===== config.mk =====
export PLATFORM = sky130hd
export DESIGN_NAME = imem_arbiter
export DESIGN_NICKNAME = d
export VERILOG_FILES = /design/src/rtl/imem_pkg.sv /design/src/rtl/imem_arb_wait_cnt.sv /design/src/rtl/imem_arbiter.sv
export SDC_FILE = /design/constraint.sdc
export NUM_CORES = 1
export LEC_CHECK = 0
export ABC_AREA = 1
export BUFFER_PORTS_ARGS = -buffer_cell sky130_fd_sc_hd__buf_2
export CAP_MARGIN = 20
export CORE_AREA = 3 3 264 266
export CTS_CLUSTER_SIZE = 40
export DETAILED_ROUTE_END_ITERATION = 8
export DIE_AREA = 0 0 267 269
export PLACE_DENSITY = 0.3
export RECOVER_POWER = 50
export SETUP_SLACK_MARGIN = 0.02
export SKIP_CTS_REPAIR_TIMING = 1
export SYNTH_ARGS = -nofsm -noshare
export SYNTH_HDL_FRONTEND = slang
export SYNTH_SLANG_ARGS = --single-unit

===== constraint.sdc =====
create_clock -name clk -period 1.5 [get_ports clk]
set_input_delay 0.225 -clock clk [delete_from_list [all_inputs] [get_ports clk]]
set_output_delay 0.225 -clock clk [all_outputs]
set_load 0.02 [all_outputs]

===== src/rtl/imem_pkg.sv =====
// -----------------------------------------------------------------------------
// imem_pkg
// Shared definitions for the instruction-memory arbiter slice:
//   - arbiter state encoding (ARB / LOCK)
//   - read-return owner encoding (NONE / IFU / LD)
//   - default memory geometry (256 lines x 128 bits)
// No ports; imported by imem_arbiter and its sub-blocks.
// -----------------------------------------------------------------------------
package imem_pkg;

    localparam int IMEM_ADDR_W = 8;
    localparam int IMEM_DATA_W = 128;
    localparam int PERF_W      = 16;

    typedef enum logic {
        ARB  = 1'b0,
        LOCK = 1'b1
    } arb_state_e;

    typedef enum logic [1:0] {
        NONE = 2'b00,
        IFU  = 2'b01,
        LD   = 2'b10
    } rd_owner_e;

endpackage


===== src/rtl/imem_arb_wait_cnt.sv =====
// -----------------------------------------------------------------------------
// imem_arb_wait_cnt
// Saturating up-counter. Used as the loader wait counter and, when the
// performance build is enabled, as the conflict / starvation counters.
// Ports:
//   clk, rst_n : clock, asynchronous active-low reset (count -> 0)
//   inc        : increment by one this cycle (ignored once saturated)
//   clr        : clear to zero this cycle (wins over inc)
//   cnt        : current count
//   sat        : count equals MAX
// -----------------------------------------------------------------------------
module imem_arb_wait_cnt #(
    parameter int          WIDTH = 4,
    parameter int unsigned MAX   = 4
) (
    input  logic             clk,
    input  logic             rst_n,
    input  logic             inc,
    input  logic             clr,
    output logic [WIDTH-1:0] cnt,
    output logic             sat
);

    localparam logic [WIDTH-1:0] MAX_V = WIDTH'(MAX);

    assign sat = (cnt == MAX_V);

    always_ff @(posedge clk or negedge rst_n) begin
        if (!rst_n) begin
            cnt <= '0;
        end else if (clr) begin
            cnt <= '0;
        end else if (inc && !sat) begin
            cnt <= cnt + WIDTH'(1);
        end
    end

endmodule


===== src/rtl/imem_arbiter.sv =====
// -----------------------------------------------------------------------------
// imem_arbiter
// Shares the single-port instruction memory between the IFU fetch path and
// the program loader. The IFU has default priority; a wait counter forces a
// loader win after MAX_WAIT consecutive denied loader cycles; ld_lock lets the
// loader own the memory exclusively for burst preload.
//
// Handshake: each requester raises *_req with a stable address (and write
// data for the loader) and holds them until *_gnt is seen high in the same
// cycle; the access is consumed on that cycle's clock edge. Grants are
// combinational and at most one is high per cycle. Read data returns on the
// owner's port one cycle after the grant, with *_rvld high for one cycle.
//
// Ports:
//   clk, rst_n                     clock, asynchronous active-low reset
//   ifu_req/ifu_addr               IFU read request and line address
//   ifu_gnt, ifu_rvld, ifu_rdata   IFU grant and read return
//   ld_req/ld_we/ld_addr/ld_wdata  loader request, direction, address, data
//   ld_lock                        loader asks for exclusive ownership
//   ld_gnt, ld_rvld, ld_rdata      loader grant and read return
//   mem_ce/mem_we/mem_addr/mem_din memory drive
//   mem_dout                       memory read data (1-cycle latency)
//   locked                         arbiter is in LOCK state
//
// Optional build macro IMEM_ARB_PERF_EN adds conflict_cnt[15:0] (cycles with
// both requests high) and starve_cnt[15:0] (forced loader wins), both
// saturating. Arbitration is identical with or without the macro.
// -----------------------------------------------------------------------------
module imem_arbiter
    import imem_pkg::*;
#(
    parameter int ADDR_WIDTH = IMEM_ADDR_W,
    parameter int DATA_WIDTH = IMEM_DATA_W,
    parameter int MAX_WAIT   = 4
) (
    input  logic                  clk,
    input  logic                  rst_n,
    input  logic                  ifu_req,
    input  logic [ADDR_WIDTH-1:0] ifu_addr,
    output logic                  ifu_gnt,
    output logic                  ifu_rvld,
    output logic [DATA_WIDTH-1:0] ifu_rdata,
    input  logic                  ld_req,
    input  logic                  ld_we,
    input  logic [ADDR_WIDTH-1:0] ld_addr,
    input  logic [DATA_WIDTH-1:0] ld_wdata,
    input  logic                  ld_lock,
    output logic                  ld_gnt,
    output logic                  ld_rvld,
    output logic [DATA_WIDTH-1:0] ld_rdata,
    output logic                  mem_ce,
    output logic                  mem_we,
    output logic [ADDR_WIDTH-1:0] mem_addr,
    output logic [DATA_WIDTH-1:0] mem_din,
    input  logic [DATA_WIDTH-1:0] mem_dout,
    output logic                  locked
`ifdef IMEM_ARB_PERF_EN
    ,
    output logic [PERF_W-1:0]     conflict_cnt,
    output logic [PERF_W-1:0]     starve_cnt
`endif
);

    arb_state_e state_q;
    rd_owner_e  rd_owner_q;

    logic [3:0] wait_cnt;
    logic       wait_sat;
    logic       wait_inc;
    logic       wait_clr;

    // ------------------------------------------------------------------
    // Grant decision
    // ------------------------------------------------------------------
    always_comb begin
        ifu_gnt = 1'b0;
        ld_gnt  = 1'b0;
        if (state_q == LOCK) begin
            ld_gnt = ld_req;
        end else begin
            // Loader wins when the IFU is idle or it has waited MAX_WAIT cycles.
            ld_gnt  = ld_req && (!ifu_req || wait_sat);
            ifu_gnt = ifu_req && !ld_gnt;
        end
    end

    // Counter stays at zero in LOCK; in ARB it counts denied loader cycles.
    assign wait_inc = ld_req && !ld_gnt;
    assign wait_clr = (state_q == LOCK) || ld_gnt || !ld_req;

    imem_arb_wait_cnt #(
        .WIDTH (4),
        .MAX   (MAX_WAIT)
    ) u_wait_cnt (
        .clk   (clk),
        .rst_n (rst_n),
        .inc   (wait_inc),
        .clr   (wait_clr),
        .cnt   (wait_cnt),
        .sat   (wait_sat)
    );

    // Only the saturation flag drives arbitration; the count itself is for
    // observation.
    logic unused_wait;
    assign unused_wait = &{1'b0, wait_cnt};

    // ------------------------------------------------------------------
    // Memory drive
    // ------------------------------------------------------------------
    assign mem_ce   = ifu_gnt || ld_gnt;
    assign mem_we   = ld_gnt && ld_we;
    assign mem_addr = ld_gnt ? ld_addr : ifu_addr;
    assign mem_din  = mem_we ? ld_wdata : '0;

    // ------------------------------------------------------------------
    // State and read-owner registers
    // ------------------------------------------------------------------
    always_ff @(posedge clk or negedge rst_n) begin
        if (!rst_n) begin
            state_q    <= ARB;
            rd_owner_q <= NONE;
        end else begin
            case (state_q)
                ARB:     if (ld_gnt && ld_lock) state_q <= LOCK;
                LOCK:    if (!ld_lock)          state_q <= ARB;
                default:                        state_q <= ARB;
            endcase

            if (ifu_gnt) begin
                rd_owner_q <= IFU;
            end else if (ld_gnt && !ld_we) begin
                rd_owner_q <= LD;
            end else begin
                rd_owner_q <= NONE;
            end
        end
    end

    // ------------------------------------------------------------------
    // Read return: straight decodes of the owner / state flops
    // ------------------------------------------------------------------
    assign ifu_rvld  = (rd_owner_q == IFU);
    assign ld_rvld   = (rd_owner_q == LD);
    assign ifu_rdata = ifu_rvld ? mem_dout : '0;
    assign ld_rdata  = ld_rvld  ? mem_dout : '0;
    assign locked    = (state_q == LOCK);

`ifdef IMEM_ARB_PERF_EN
    logic conflict_sat;
    logic starve_sat;
    logic starve_inc;

    // In ARB a loader grant with the IFU also requesting can only come from
    // the wait counter forcing it.
    assign starve_inc = (state_q == ARB) && ld_gnt && ifu_req;

    imem_arb_wait_cnt #(
        .WIDTH (PERF_W),
        .MAX   (32'h0000_FFFF)
    ) u_conflict_cnt (
        .clk   (clk),
        .rst_n (rst_n),
        .inc   (ifu_req && ld_req),
        .clr   (1'b0),
        .cnt   (conflict_cnt),
        .sat   (conflict_sat)
    );

    imem_arb_wait_cnt #(
        .WIDTH (PERF_W),
        .MAX   (32'h0000_FFFF)
    ) u_starve_cnt (
        .clk   (clk),
        .rst_n (rst_n),
        .inc   (starve_inc),
        .clr   (1'b0),
        .cnt   (starve_cnt),
        .sat   (starve_sat)
    );

    logic unused_perf;
    assign unused_perf = &{1'b0, conflict_sat, starve_sat};
`endif

endmodule

==> impl_results.md, run 1 <==
* Initial antenna violation count at 31
* Clk_lat worst skew at 230 ps
* Final Skew at 4.73 ps
* Worst-path fanout max at 17
* Post-route cell area at 12,100 sq um
* Sequential Power Share at 4.7%
* Pwr Total at 4380 uW
* RSZ-0062 raised after global routing: true
* CTS clock-pin slew for the worst setup and hold paths at 40 ps
* Via count at 7,243
* Worst path slowest cell: dfrtp_1
* Sink Count at 7
* Chip Width at 267 um
* Final Critical Period at 1960 ps
* I/O pins at 677
* Share of flip-flops with an asynchronous set or reset at 100%
* Root Driver: clkbuf_16
* Mapped Area at 3180 sq um
* DP HPWL at 33,300 um
* Non-Filler Instances at 2,346
* Max frequency at 510 MHz
* Synthesis Warnings at 0
* FF+latch count, synth at 7
* Average wire per standard cell at 17.0 um
* Vias in the first global route at 6,715
* Critical Path Most Common Cell: nand3_4
* Post-synthesis sequential area ratio at 5.52%
* Starting Density at 4.72%
* Power per Cell Area at 360 nW/um^2
* Cells after Synth at 750
* Yosys top cell area share at 44.9%
* Syn Nets at 1,030
* Ranking of synthesized cells by instance count: 380 x nor2_1, 270 x inv_1, 22 x buf_2, 19 x nand2_1, 12 x buf_6
* Synth Flop Type: dfrtp_1
* HP Class: primary input to flip-flop
* Worst Path Buf+Inv at 4
* First drt pass iteration count at 4
* Post-synth top area cell: nor2_1
* Overflow after GRT at 0
* Logic pwr share at 84.9%
* Critical path type: flip-flop to output port
* # port buffers at 676
* Largest cells by area after synthesis: nor2_1 45%, inv_1 32%, dfrtp_1 5.5%
* Power share of the clock group at 10.4%
* GRT Overall Usage at 8.70%
* Startpoint types: flip-flop
* FF-to-FF Start: u_wait_cnt.cnt[0]$_DFFE_PN0P_
* Leakage at 0.00665 uW
* Top-count cell post-synth: nor2_1
* Routed WL at 40,000 um
* Crit path cell chain: inv_1 -> ha_2 -> nand3_4 -> nand2_4 -> nand3_4 -> buf_12 -> buf_16 -> nor2_2 -> buf_6
* FP Rows at 95
* Setup TNS at -109,440 ps
* Setup ws final at -461 ps
* Setup Viol. Count Final at 398
* P_sw at 2220 uW
* Final period util at 131%
* Avg Synthesized Cell Area at 4.23 sq um
* Largest net degree at the start of global routing at 66
* Post-Place Cells at 2,304
* CP Capture Point: mem_din[42]
* Clock buffer depth at 2
* 1st-iter DRT viols at 123
* Slowest stage delay, CP at 370 ps
* Gpl congestion at 0.839
* Maxcap violations at 0
* Sw frac at 50.6%
* Total CTS buffers at 3
* Worst vdd ir at 405 uV
* CTS tree: built
* Hold WS at 204 ps
* Placed cell areas at 8450 sq um
* Internal at 2160 uW
* DRC at 0
* Failing checks: setup timing
* First-pass GRT wire length at 45,400 um
* Final ANT Viol Nets at 0
* H-tree level count at 1
* FF-to-FF path depth at 9
* CP endpoint kind: output port
* Core area at 67,300 sq um
* Distinct cell type count of the synthesized netlist at 18
* Final Hold Fails at 0
* Layout area overhead at 282%
* Cell depth of the worst setup path at 9
* Top delay family on crit path: buffers and inverters
* Worst setup path startpoint: u_wait_cnt.cnt[0]$_DFFE_PN0P_
* Post-synth EDFFs at 0
* FF-to-FF End: rd_owner_q[1]$_DFF_PN0_
* Arrival @ worst endpoint at 1740 ps
* Final nets at 1,752
* Routed vias/inst at 3.09
* Worst-Margin Slew at 491 ps
* Die area at 71,800 sq um
* Status: finished, violations left
* Reg-to-reg slack, setup at 60 ps
* Layout cells sized above 1 at 75.9%
* Crit path required time at 1270 ps
* Die Y-Extent at 269 um
* Fin. max-slew vios at 0
* Relative slew slack at 67.3%
tightest hold or removal path: stages:
cell     delay [ps]
buf_2           100
inv_1            40
a21oi_1          30
metrics by stage:
| step | utilization (%) | setup slack, ps |
|---|---|---|
| floorplan | - | -184 |
| global placement | 12.6 | -354 |
| detailed placement | 12.6 | -370 |
| CTS | 12.7 | -628 |
| global route | 18.0 | -543 |
| finish | 18.1 | -461 |
worst min path at each step:
stage | depth (start not counted) | from | end | slack [ps]
after CTS | 1 | rst_n | u_wait_cnt.cnt[2]$_DFFE_PN0P_ | -160
after floorplan | 0 | rst_n | locked$_DFF_PN0_ | -70
final | 3 | ld_lock | locked$_DFF_PN0_ | 200
after global routing | 3 | ld_lock | locked$_DFF_PN0_ | 220
after global placement | 1 | rst_n | rd_owner_q[0]$_DFF_PN0_ | 90
after detailed placement | 1 | rst_n | rd_owner_q[0]$_DFF_PN0_ | 90
sequential cells by signal, summed over array words and instances, names as in the netlist:
register        cells
locked              1
rd_owner_q          2
u_wait_cnt.cnt      4
power groups by stage:
stage / clock network, uW / registers [uW] / logic, uW
after global routing: 488 / 204 / 3950
after CTS: 472 / 203 / 2560
after detailed placement: 0 / 205 / 2550
after global placement: 0 / 205 / 2550
after floorplan: 0 / 209 / 1360
final: 457 / 204 / 3720
final cells by class:
| cell class | count | area, sq um |
|---|---|---|
| fill | 7636 | 55100 |
| timing repair buffer | 761 | 6220 |
| multi-input combinational | 429 | 3540 |
| tap | 873 | 1090 |
| inverter | 270 | 1030 |
| sequential | 7 | 175 |
| clock buffer | 3 | 75.1 |
| clock inverter | 1 | 5.00 |
| antenna | 2 | 5.00 |
kinds of logic after synthesis:
logic type | after synthesis | share of synthesized area, %
AND/OR/NAND/NOR | 423 | 51.9
buffers and inverters | 314 | 40.9
flip-flops | 7 | 5.52
AO/OA/AOI/OAI | 2 | 0.315
XOR/XNOR | 2 | 0.552
adder cells (fa/ha/maj) | 2 | 0.788
metal layers:
| metal | part of all wire, % | track usage, % |
|---|---|---|
| met5 | 0.19 | 0 |
| met1 | 34 | 8.82 |
| met4 | 1.9 | 0.963 |
| met2 | 57 | 18.2 |
| met3 | 7.0 | 2.09 |
cell usage in the layout, fill, tap and decap left out:
| cell type | synthesis | layout |
|---|---|---|
| a21oi_1 | 1 | 1 |
| buf_12 | 0 | 19 |
| buf_16 | 0 | 7 |
| buf_2 | 22 | 397 |
| buf_4 | 1 | 100 |
| buf_6 | 12 | 212 |
| buf_8 | 0 | 7 |
| clkbuf_1 | 6 | 1 |
| clkbuf_16 | 0 | 19 |
| clkbuf_4 | 0 | 1 |
| clkinv_2 | 0 | 1 |
| clkinv_8 | 0 | 1 |
| dfrtp_1 | 7 | 7 |
| diode_2 | 0 | 2 |
| dlygate4sd3_1 | 0 | 1 |
| ha_1 | 2 | 1 |
| ha_2 | 0 | 1 |
| inv_1 | 270 | 267 |
| inv_2 | 0 | 1 |
| inv_4 | 0 | 1 |
| nand2_1 | 19 | 10 |
| nand2_2 | 0 | 7 |
| nand2_4 | 1 | 2 |
| nand2_8 | 0 | 1 |
| nand3_1 | 10 | 6 |
| nand3_2 | 2 | 4 |
| nand3_4 | 0 | 2 |
| nor2_1 | 380 | 57 |
| nor2_2 | 11 | 144 |
| nor2_4 | 0 | 190 |
| o21ai_1 | 0 | 1 |
| xnor2_1 | 1 | 1 |
| xor2_1 | 1 | 1 |
(Power assumes the default switching activity.)
==> run 2: changes to the inputs <==
Settings changed: ABC_AREA 1 to not set, CELL_PAD_IN_SITES_DETAIL_PLACEMENT set to 1, CELL_PAD_IN_SITES_GLOBAL_PLACEMENT set to 2, CORE_AREA 3 3 264 266 to 3 3 263 265, CTS_BUF_LIST set to sky130_fd_sc_hd__clkbuf_8 sky130_fd_sc_hd__clkbuf_16, DIE_AREA 0 0 267 269 to 0 0 266 268, PLACE_DENSITY 0.3 to 0.5.
==> impl_results.md, run 2 <==
* Status: finished, violations left
* Failing checks: setup timing
* RSZ-0062 raised after global routing: true
* Share of flip-flops with an asynchronous set or reset at 100%
* Logic pwr share at 85.1%
* Largest net degree at the start of global routing at 68
* Distinct cell type count of the synthesized netlist at 20
* Critical path type: flip-flop to output port
* Ranking of synthesized cells by instance count: 384 x and2_1, 26 x clkbuf_1, 12 x buf_6, 8 x mux2_2, 7 x dfrtp_1
* Max frequency at 461 MHz
* GRT Overall Usage at 11.8%
* Number of flip-flops in the largest register at 4
* Final Hold Fails at 0
* First drt pass iteration count at 4
* Vias in the first global route at 6,292
* Final nets at 1,491
* Pwr Total at 4440 uW
* FF+latch count, synth at 7
* Die Y-Extent at 268 um
* CP endpoint kind: output port
* Most common cell after layout, fill and taps aside: buf_6
* Root Driver: clkbuf_16
* Starting Density at 4.61%
* Top-count cell post-synth: and2_1
* Worst vdd ir at 494 uV
* Layout area overhead at 305%
* Average wire per standard cell at 25.8 um
* Avg Synthesized Cell Area at 6.60 sq um
* Relative slew slack at 63.3%
* Sw frac at 41.7%
* Worst-Margin Slew at 551 ps
* Via count at 6,556
* Core area at 67,000 sq um
* Routed vias/inst at 3.12
* Crit path required time at 1270 ps
* Setup Viol. Count Final at 397
* Post-layout util at 18.7%
* Internal at 2590 uW
* Synthesis Warnings at 0
* Layout cells sized above 1 at 96.0%
* Cells after Synth at 468
* Initial antenna violation count at 73
* Setup ws final at -668 ps
* Register name with the most flops: u_wait_cnt.cnt
* Post-synth top area cell: and2_1
* Post-synthesis sequential area ratio at 5.67%
* Final Critical Period at 2170 ps
* Sink Count at 7
* P_sw at 1850 uW
* Largest cells by area after synthesis: and2_1 78%, dfrtp_1 5.7%, buf_6 4.4%
* Yosys top cell area share at 77.8%
* HP Class: primary input to flip-flop
* H-tree level count at 1
* DP HPWL at 43,200 um
* FP Rows at 95
* Power per Cell Area at 355 nW/um^2
* Mapped Area at 3090 sq um
* CTS clock-pin slew for the worst setup and hold paths at 40 ps
* Commonest non-fill, non-tap cells in the layout: 377 x buf_6, 361 x and2_4, 289 x buf_2
* Clk_lat worst skew at 240 ps
* Syn Nets at 748
* Startpoint types: flip-flop
* Leakage at 0.00631 uW
* Overflow after GRT at 0
* Maxcap violations at 0
* # port buffers at 676
* 1st-iter DRT viols at 117
* Final period util at 145%
* Chip Width at 266 um
* Die area at 71,300 sq um
* Sequential Power Share at 4.6%
* CTS tree: built
* First-pass GRT wire length at 57,400 um
* Final ANT Viol Nets at 0
* Clock buffer depth at 2
* Arrival @ worst endpoint at 1940 ps
* Worst-path fanout max at 7
* Total CTS buffers at 3
* Pre-CTS worst setup slack at -495 ps
* Gpl congestion at 0.781
* Power share of the clock group at 10.4%
* Routed WL at 54,100 um
* Synth Flop Type: dfrtp_1
* DRC at 0
* Fin. max-slew vios at 0
* I/O pins at 677
* Post-synth EDFFs at 0
* Final Skew at 3.95 ps
[run 2: stage by stage]
stage | TNS [ps] | instances | instance area (sq um) | hold WS (ps)
finish | -152170 | 2099 | 12500 | 239
global route | -177590 | 2085 | 12500 | 254
CTS | -163380 | 2010 | 7890 | -150
detailed placement | -65320 | 2006 | 7810 | 96.3
global placement | -62800 | 2006 | 7810 | 96.9
floorplan | -26810 | 468 | 3240 | -70.6
[run 2: cell type report]
cell class | count | area (sq um)
timing repair buffer | 779 | 7450
fill | 7854 | 54500
tap | 873 | 1090
multi-input combinational | 416 | 3660
clock buffer | 3 | 75.1
sequential | 7 | 175
inverter | 4 | 17.5
clock inverter | 1 | 3.75
antenna | 16 | 40.0
[run 2: per-layer routing]
metal / global-route usage [%] / vias to the layer above / wire length (um)
li1: - / 2905 / -
met1: 11.3 / 2979 / 18300
met5: 0 / - / 344
met2: 24.1 / 494 / 30000
met3: 4.74 / 128 / 4500
met4: 1.60 / 50 / 959
[run 2: path summary, 6_finish.rpt]
path                                          startpoint                             to  slack (ps)  cells after the start
setup / recovery           u_wait_cnt.cnt[1]$_DFFE_PN0P_                    mem_din[66]        -670                      8
hold / removal                                     ld_we        rd_owner_q[1]$_DFF_PN0_         240                      2
setup reg to reg           u_wait_cnt.cnt[1]$_DFFE_PN0P_        rd_owner_q[1]$_DFF_PN0_          30                      7
hold reg to reg            u_wait_cnt.cnt[0]$_DFFE_PN0P_  u_wait_cnt.cnt[0]$_DFFE_PN0P_         650                      3
max in group asynchronous                          rst_n  u_wait_cnt.cnt[2]$_DFFE_PN0P_         600                      2
min in group asynchronous                          rst_n  u_wait_cnt.cnt[0]$_DFFE_PN0P_         530                      2
[run 2: power by group through the flow]
stage                     sequential, uW  combinational (uW)  clock, uW
after global placement               205                2270          0
after floorplan                      206                1090          0
final                                202                3780        460
after global routing                 203                3960        485
after detailed placement             205                2290          0
after CTS                            203                2290        465
[run 2: cells by family (layout without fill, tap and decap cells)]
logic type | count (synthesis) | after routing | synth area share [%]
xor gates and xnor gates | 2 | 2 | 0.567
muxes | 8 | 8 | 2.92
adders and majority gates | 2 | 2 | 0.810
AOI/OAI and AO/OA | 5 | 6 | 1.09
and+or+nand+nor | 398 | 398 | 80.3
buffers and inverters | 46 | 787 | 8.67
other | 0 | 16 | 0
DFF | 7 | 7 | 5.67
[run 2: worst max-delay path: stages (launching register included)]
cell       delay (ps)
dfrtp_1           350
inv_2              50
ha_4              150
and3b_2           240
o211a_4           310
buf_12            160
clkbuf_16         150
and2_4            150
buf_6             120
